`src/rtl/refill_arbiter.sv`:
```
// Round-robin refill arbiter: shares one AXI4 read channel between the I-cache and
// D-cache line-refill ports, one INCR burst per line, full line returned with a gnt pulse.
module refill_arbiter #(
  parameter int         OFFSET_LEN = 5,
  parameter logic [3:0] IC_ID      = 4'd0,
  parameter logic [3:0] DC_ID      = 4'd1,
  localparam int        LINE_WORDS = 1 << (OFFSET_LEN - 2),
  localparam int        LINE_W     = 32 * LINE_WORDS
) (
  input  logic              clk,
  input  logic              rst,
  input  logic              ic_req,
  input  logic [31:0]       ic_addr,
  output logic              ic_gnt,
  output logic              ic_err,
  output logic [LINE_W-1:0] ic_line,
  input  logic              dc_req,
  input  logic [31:0]       dc_addr,
  output logic              dc_gnt,
  output logic              dc_err,
  output logic [LINE_W-1:0] dc_line,
  output logic [31:0]       araddr,
  output logic [3:0]        arid,
  output logic [7:0]        arlen,
  output logic [2:0]        arsize,
  output logic [1:0]        arburst,
  output logic              arvalid,
  input  logic              arready,
  input  logic [3:0]        rid,
  input  logic [31:0]       rdata,
  input  logic [1:0]        rresp,
  input  logic              rlast,
  input  logic              rvalid,
  output logic              rready
);

  localparam int IDX_W = $clog2(LINE_WORDS);
  // Counter runs past LINE_WORDS so over-long bursts are recognised and discarded.
  localparam int CNT_W = IDX_W + 2;
  localparam logic [CNT_W-1:0] LW_C     = CNT_W'(LINE_WORDS);
  localparam logic [CNT_W-1:0] LAST_IDX = CNT_W'(LINE_WORDS - 1);

  typedef enum logic [1:0] {IDLE, AR, R, DONE} state_t;

  state_t                          state, state_nxt;
  logic                            owner;       // 0 = I-cache, 1 = D-cache
  logic                            last_owner;
  logic [31:0]                     addr_q;
  logic [CNT_W-1:0]                beat_cnt;
  logic                            err_acc, err_nxt;
  logic [LINE_WORDS-1:0][31:0]     line_buf, buf_nxt;
  logic                            any_req, grant_dc;
  logic [31:0]                     sel_addr;
  logic                            unused_rid;

  assign unused_rid = ^rid;   // single burst outstanding, so rid carries no information
  assign any_req    = ic_req | dc_req;
  // On a tie the port that did not own the previous burst wins.
  assign grant_dc   = dc_req & (~ic_req | ~last_owner);
  assign sel_addr   = grant_dc ? dc_addr : ic_addr;
  assign err_nxt    = err_acc | (rresp != 2'b00) | (rlast & (beat_cnt != LAST_IDX));

  always_comb begin
    buf_nxt = line_buf;
    if (beat_cnt < LW_C) buf_nxt[beat_cnt[IDX_W-1:0]] = rdata;
  end

  always_comb begin
    state_nxt = state;
    arvalid   = 1'b0;
    araddr    = '0;
    arid      = '0;
    arlen     = '0;
    arsize    = '0;
    arburst   = '0;
    rready    = 1'b0;
    ic_gnt    = 1'b0;
    dc_gnt    = 1'b0;
    ic_err    = 1'b0;
    dc_err    = 1'b0;
    case (state)
      IDLE: if (any_req) state_nxt = AR;
      AR: begin
        arvalid = 1'b1;
        araddr  = addr_q;
        arid    = owner ? DC_ID : IC_ID;
        arlen   = 8'(LINE_WORDS - 1);
        arsize  = 3'b010;
        arburst = 2'b01;
        if (arready) state_nxt = R;
      end
      R: begin
        rready = 1'b1;
        if (rvalid && rlast) state_nxt = DONE;
      end
      DONE: begin
        ic_gnt    = ~owner;
        dc_gnt    = owner;
        ic_err    = ~owner & err_acc;
        dc_err    = owner & err_acc;
        state_nxt = IDLE;
      end
      default: state_nxt = IDLE;
    endcase
  end

  always_ff @(posedge clk or posedge rst) begin
    if (rst) begin
      state      <= IDLE;
      owner      <= 1'b0;
      last_owner <= 1'b1;
      addr_q     <= '0;
      beat_cnt   <= '0;
      err_acc    <= 1'b0;
      line_buf   <= '0;
      ic_line    <= '0;
      dc_line    <= '0;
    end else begin
      state <= state_nxt;
      case (state)
        IDLE: if (any_req) begin
          owner    <= grant_dc;
          addr_q   <= {sel_addr[31:OFFSET_LEN], {OFFSET_LEN{1'b0}}};
          beat_cnt <= '0;
          err_acc  <= 1'b0;
        end
        R: if (rvalid) begin
          line_buf <= buf_nxt;
          err_acc  <= err_nxt;
          if (beat_cnt != '1) beat_cnt <= beat_cnt + 1'b1;
          // Line registers take the merged buffer so the final beat is included at DONE.
          if (rlast) begin
            if (owner) dc_line <= buf_nxt;
            else       ic_line <= buf_nxt;
          end
        end
        DONE: last_owner <= owner;
        default: ;
      endcase
    end
  end

endmodule
```
`config.mk`:
```
export PLATFORM = sky130hd
export DESIGN_NAME = refill_arbiter
export DESIGN_NICKNAME = d
export VERILOG_FILES = /design/src/rtl/refill_arbiter.sv
export SDC_FILE = /design/constraint.sdc
export NUM_CORES = 2
export LEC_CHECK = 0
export CAP_MARGIN = 25
export CELL_PAD_IN_SITES_DETAIL_PLACEMENT = 1
export CELL_PAD_IN_SITES_GLOBAL_PLACEMENT = 2
export CORE_UTILIZATION = 33
export CTS_CLUSTER_DIAMETER = 120
export DETAILED_ROUTE_END_ITERATION = 7
export PLACE_DENSITY = 0.8
export SYNTH_ARGS = -nofsm -noshare
export SYNTH_HDL_FRONTEND = slang
export SYNTH_SLANG_ARGS = --single-unit
```
`constraint.sdc`:
```
create_clock -name clk -period 34.2 [get_ports clk]
set_input_delay 6.84 -clock clk [delete_from_list [all_inputs] [get_ports clk]]
set_output_delay 6.84 -clock clk [all_outputs]
set_load 0.01 [all_outputs]
```
### Yosys cells after proc, flatten, opt, wreduce, memory -nomap -nowiden

Index checks and enable logic that the tools add are counted.

* $lt $le $gt $ge: 3
* multiplexer cells: 28
* add/subtract/negate cells: 1
* eq/ne operators: 10
* bitwise gates (word level): 11
* reductions and logical operators: 12

Operators with widths (number)
* bitwise mux 256 bit: 1
* two-way mux 256 bit: 1
* demux 32 bit (select 3 bit): 1
* two-way mux 32 bit: 3
* two-way mux 5 bit: 3
* AND reduction 4 bit: 3
* two-way mux 1 bit: 11
* != test 2 bit, second input constant: 5
* one-hot mux 5 bit (2 select lines): 1
* two-way mux 2 bit: 4
* one-hot mux 2 bit (4 select lines): 1
* AND reduction 3 bit: 2
* adder 5 x 1 -> 5 bit, second input constant: 1
* < comparator 5 x 4 -> 1 bit, second input constant: 1
* != test 5 x 3 -> 1 bit, second input constant: 1
* != test 5 bit, second input constant: 1
* bitwise AND 1 bit: 4
* == test 2 bit, second input constant: 2
* < comparator 3 x 4 -> 1 bit, second input constant: 1
* OR 1 bit: 4
* AND reduction 2 bit: 2
* nonzero test 2 bit: 2
* greater-or-equal comparator 3 x 1 -> 1 bit, second input constant: 1
* two-way mux 3 bit: 1
* other kinds (5): 8

* bits of input ports: 109
* word-level logic and storage cells: 81
* bits in registers: 805
* output and inout bits: 567

### Depth between registers and ports, before layout

* depth after elaboration: 6
* mapped depth: 8
* gate-level depth less buffers: 6

### Worst setup path after synthesis

OpenSTA, ideal clock, no wires.

* path type: register to output
* start point: reg state[1]
* end point: out araddr[11]
* path buffers: 2
* slack: 25.931 ns
* stages on the path, launching flop included: 6
* data required time: 27.360 ns
* arrival: 1.429 ns
* path through: dfrtp_1 > inv_1 > ha_1 > clkbuf_1 > clkbuf_1 > and2_1

* word-level cells in the longest chain between the ends: 2

Ends and longest elaborated chain
* start, declared: RTL line 45 `state_t state, state_nxt;`
* start signal, assigned: RTL line 119 `state <= state_nxt;`
* == test 2 x 1 -> 1 bit: RTL line 81 `case (state)`
* two-way mux 32 bit: RTL line 81
* end, declared: RTL line 22 `output logic [31:0] araddr,`

No other way between the ends.

### Final worst setup path

* start point: in rvalid
* end point: reg dc_line[218]

* word-level cells in the longest chain between the ends: 1

Ends and longest elaborated chain
* start, declared: RTL line 33 `input logic rvalid,`
* AND reduction 4 bit (no line)
* end signal, assigned: RTL line 133 `if (owner) dc_line <= buf_nxt;`
* end, declared: RTL line 21 `output logic [LINE_W-1:0] dc_line,`

No other way between the ends.
A chain may end at the register's enable or synchronous reset.

==> results by group <==
Run status
  • Status: finished clean

Die
  • Die outline area: 105,000 sq um
  • Effective utilization at floorplan: 33.5%
  • Core Region: 102,000 sq um
  • I/O pin count: 676
  • Chip Height: 325 um
  • Chip width: 325 um
  • FP Rows: 117

Synthesis
  • Cell with the most instances after synthesis: sky130_fd_sc_hd__dfrtp_1
  • Sequential share of the synthesized area: 58.7%
  • Dominant cells by area after synthesis: sky130_fd_sc_hd__dfrtp_1 (59%), sky130_fd_sc_hd__a31oi_1 (9.3%), sky130_fd_sc_hd__mux2_2 (6.5%), sky130_fd_sc_hd__nor2_1 (5.6%), sky130_fd_sc_hd__o21ai_0 (4.1%)
  • Cell area after synthesis: 34,300 sq um
  • Average instance area after synthesis: 10.7 sq um
  • Count of cell types in the netlist: 45
  • Most frequent cells after synthesis: sky130_fd_sc_hd__dfrtp_1 (804), sky130_fd_sc_hd__nor2_1 (514), sky130_fd_sc_hd__a31oi_1 (512), sky130_fd_sc_hd__o21ai_0 (281), sky130_fd_sc_hd__nand2_1 (271)
  • Number of enable-type register cells in the synthesized netlist: 0
  • Fraction of the mapped netlist area in simple logic gates: 13.0%
  • Yosys reg bits: 805
  • Top cell type's share of synthesized area: 58.6%
  • Synth Area in Adders: 0.255%
  • Async set-reset flop share out of synthesis: 100%
  • Main synth FF type: sky130_fd_sc_hd__dfrtp_1
  • Area fraction in compound gates after synthesis: 13.7%
  • Proportion of synthesized area in mux cells: 9.91%
  • Number of warnings reported in the yosys synthesis log: 0
  • Synth Instances: 3,222
  • Largest family of logic cells by synthesized area: compound AO/OA/AOI/OAI gates
  • Post-synth top area cell: sky130_fd_sc_hd__dfrtp_1
  • XOR/XNOR share of the synthesized area: 0%

Clocking
  • Post-cts gate resize count: 0
  • Number of buffers added for setup after CTS: 0
  • Number of H-tree levels: 3
  • Number of CTS-inserted buffers: 91
  • CTS tree: built
  • Largest buffer count on any clock path: 3
  • Worst skew pair latency: 0.68 ns
  • Number of clock sinks: 805
  • Count of hold buffers inserted by post-cts repair: 0
  • Root Buffer Master: sky130_fd_sc_hd__clkbuf_16
  • Post-CTS clock slew at the launch and capture registers of the worst setup and hold paths: 0.06 ns

GRT
  • Vias in the first global route: 28.8k
  • Total grt overflow: 0
  • Wire length of the first global-routing pass: 198,000 um
  • Pin count of the biggest net entering global routing: 202
  • Number of antenna violations at the first check in global routing: 13
  • Global-route usage over all layers: 24.9%

Timing
  • Post-route setup slack: 23.34 ns
  • Final total negative setup slack: 0 ns
  • Setup repair after global routing missed its margin: no
  • Tightest Pin Transition: 1.31 ns
  • Timing-limited maximum frequency: 92.0 MHz
  • Number of pins exceeding their max-slew limit in the final report: 0
  • Final setup viols: 0
  • Number of hold-slack violations in the final timing report: 0
  • Share of the clock period used by the worst path after layout: 31.8%
  • Min Tclk post-route: 10.86 ns
  • Max-slew headroom at the worst pin: 12.4%
  • Final setup skew: 0.0258 ns

Worst setup path
  • Classification of the worst setup path: input port to register
  • Worst Path Max Fanout: 86
  • Required time at the worst-slack endpoint: 34.78 ns
  • Kind of launch point of the worst setup path: input port
  • Worst Setup End Kind: register
  • WP data arrival: 11.45 ns
  • Destination of the worst register-to-register timing path: dc_line[218]$_DFFE_PP0P_
  • Cells traversed along the worst timing path: clkdlybuf4s50_1, and4_4, buf_4, buf_4, buf_4, nor2_1, a31oi_1
  • Launching point of the worst reg2reg path: state[0]$_DFFE_PP0P_
  • CP peak stage delay: 0.95 ns
  • Internal reg-to-reg setup slack: 28.98 ns
  • Cell with the most instances on the worst path: sky130_fd_sc_hd__buf_4
  • Worst reg2reg path depth: 8
  • Crit path buffers/inverters: 4
  • Gate family responsible for the most delay along the worst path: buffers and inverters
  • Crit. Startpoint: rvalid
  • CP max stage cell: sky130_fd_sc_hd__and4_4

Route
  • Wirelength, routed: 133,000 um
  • Total number of vias: 27.9k
  • Post-detailed-route DRC marker count: 0
  • ANT nets after route: 0
  • Vias per Instance: 5.38
  • Detailed router's first-iteration violation count: 2,069
  • Routed len/inst: 25.7 um
  • Number of detailed-route iterations in the first pass: 7

Placed design
  • RD Place Congestion: 0.794
  • Post-DP HPWL: 83,300 um
  • Pre-CTS setup slack: 22.69 ns
  • Count of buffers inserted at the top-level ports: 645
  • Instance area after placement: 41,700 sq um

Min path
  • Worst min-delay path endpoint: addr_q[7]$_DFFE_PP0P_
  • Cell depth of the worst min-delay path: 2
  • Worst min path class: register to register
  • Critical hold path startpoint: addr_q[7]$_DFFE_PP0P_

Power and ir drop
  • PwrDens: 99.0 nW/um^2
  • IR Drop Worst-Case VDD: 0.0443 mV
  • Gate power share: 40.5%
  • Power share of the clock group: 22.2%
  • Internal: 2.83 mW
  • Total power consumption of the routed design: 4.45 mW
  • Standby leakage power: 18.9 nW
  • Power spent charging and discharging nets: 1.62 mW
  • Sequential share of power: 37.3%
  • Fraction of power spent switching nets: 36.4%

Cells and area
  • Finished layout cell area: 44,900 sq um
  • Area of combinational cells with multiple inputs: 12,800 sq um
  • Area growth, synth to finish: 30.9%
  • Final #Nets: 3,849
  • Layout cells sized above 1: 13.0%
  • Sequential standard cell area: 20,200 sq um
  • Fill cell count: 11.2k

Run
  • Max-Cap Viols: 0
## through the flow
stage,utilization [%],std cells,hold WS [ns]
2_1_floorplan,-,3237,0.442
3_3_place_gp,40.7,5000,0.454
3_5_place_dp,40.7,5001,0.464
4_1_cts,43.7,5164,0.478
5_1_grt,43.8,5171,0.498
6_report,43.9,5175,0.470
## flip-flops by register name, summed over array words and instances (netlist names)
name	cells
owner	1
beat_cnt	5
dc_line	256
addr_q	27
last_owner	1
line_buf	256
err_acc	1
ic_line	256
state	2
## cell usage in the layout, fill, tap and decap left out, types with 3 or more instances in the layout
cell / instances
sky130_fd_sc_hd__and3b_1: 55
sky130_fd_sc_hd__clkdlybuf4s50_1: 645
sky130_fd_sc_hd__inv_1: 6
sky130_fd_sc_hd__and2_1: 30
sky130_fd_sc_hd__conb_1: 16
sky130_fd_sc_hd__dfrtp_1: 802
sky130_fd_sc_hd__nor3_4: 8
sky130_fd_sc_hd__clkbuf_1: 19
sky130_fd_sc_hd__buf_4: 67
sky130_fd_sc_hd__nor3b_1: 33
sky130_fd_sc_hd__nor2_1: 514
sky130_fd_sc_hd__o21ai_0: 280
sky130_fd_sc_hd__buf_12: 5
sky130_fd_sc_hd__nand3_1: 21
sky130_fd_sc_hd__clkbuf_16: 92
sky130_fd_sc_hd__nand2_1: 270
sky130_fd_sc_hd__nand2b_1: 3
sky130_fd_sc_hd__mux2i_1: 30
sky130_fd_sc_hd__o21ai_1: 5
sky130_fd_sc_hd__and3_1: 34
sky130_fd_sc_hd__ha_1: 7
sky130_fd_sc_hd__clkinv_8: 3
sky130_fd_sc_hd__clkinv_2: 15
sky130_fd_sc_hd__a31oi_1: 512
sky130_fd_sc_hd__mux2_4: 50
sky130_fd_sc_hd__mux2_1: 12
sky130_fd_sc_hd__buf_16: 7
sky130_fd_sc_hd__clkbuf_8: 24
sky130_fd_sc_hd__mux2_2: 197
sky130_fd_sc_hd__diode_2: 4
sky130_fd_sc_hd__bufinv_16: 3
## layout make-up
type,instances,area share (%)
Sequential cell,805,44.8
Multi-Input combinational cell,2104,28.4
Timing Repair Buffer,724,16.1
Clock buffer,135,6.02
Tap cell,1368,3.81
Clock inverter,28,0.702
Inverter,7,0.0752
Antenna cell,4,0.0223
## kinds of logic (layout without fill, tap and decap cells)
family | count (synthesis) | after routing
buffers and inverters | 328 | 894
muxes | 289 | 289
other | 1 | 20
adders and majority gates | 7 | 7
AOI/OAI and AO/OA | 806 | 806
DFF | 805 | 805
and+or+nand+nor | 986 | 986
## power groups by stage
stage	clock network (mW)	registers, mW	logic (mW)
final	0.989	1.66	1.80
after global routing	1.05	1.71	1.94
after CTS	1.01	1.66	1.82
after detailed placement	0	1.67	1.81
after global placement	0	1.66	1.78
after floorplan	0	1.73	0.701
## worst max-delay path by stage
stage / slack [ns] / cells past startpoint / end
after global routing: 23.03 / 7 / dc_line[155]$_DFFE_PP0P_
after detailed placement: 22.69 / 7 / dc_line[150]$_DFFE_PP0P_
after floorplan: 4.75 / 1 / addr_q[10]$_DFFE_PP0P_
after CTS: 23.41 / 7 / dc_line[218]$_DFFE_PP0P_
final: 23.34 / 7 / dc_line[218]$_DFFE_PP0P_
after global placement: 22.79 / 7 / dc_line[151]$_DFFE_PP0P_
## tightest hold or removal path, delay by kind of cell (launching register included)
kind               cells  cell delay [ns]
AOI/OAI and AO/OA      1             0.06
DFF                    1             0.33
and+or+nand+nor        1             0.05
## per-layer routing
metal  up-vias  routed length (um)  GRT usage (%)
met5         -                   0              0
met4         0                3870           8.56
met3       152                8980           5.36
met2       893               61900           39.4
met1     14500               58100           33.6
li1      12400                   -              -
Power figures use the tool's default switching activity.
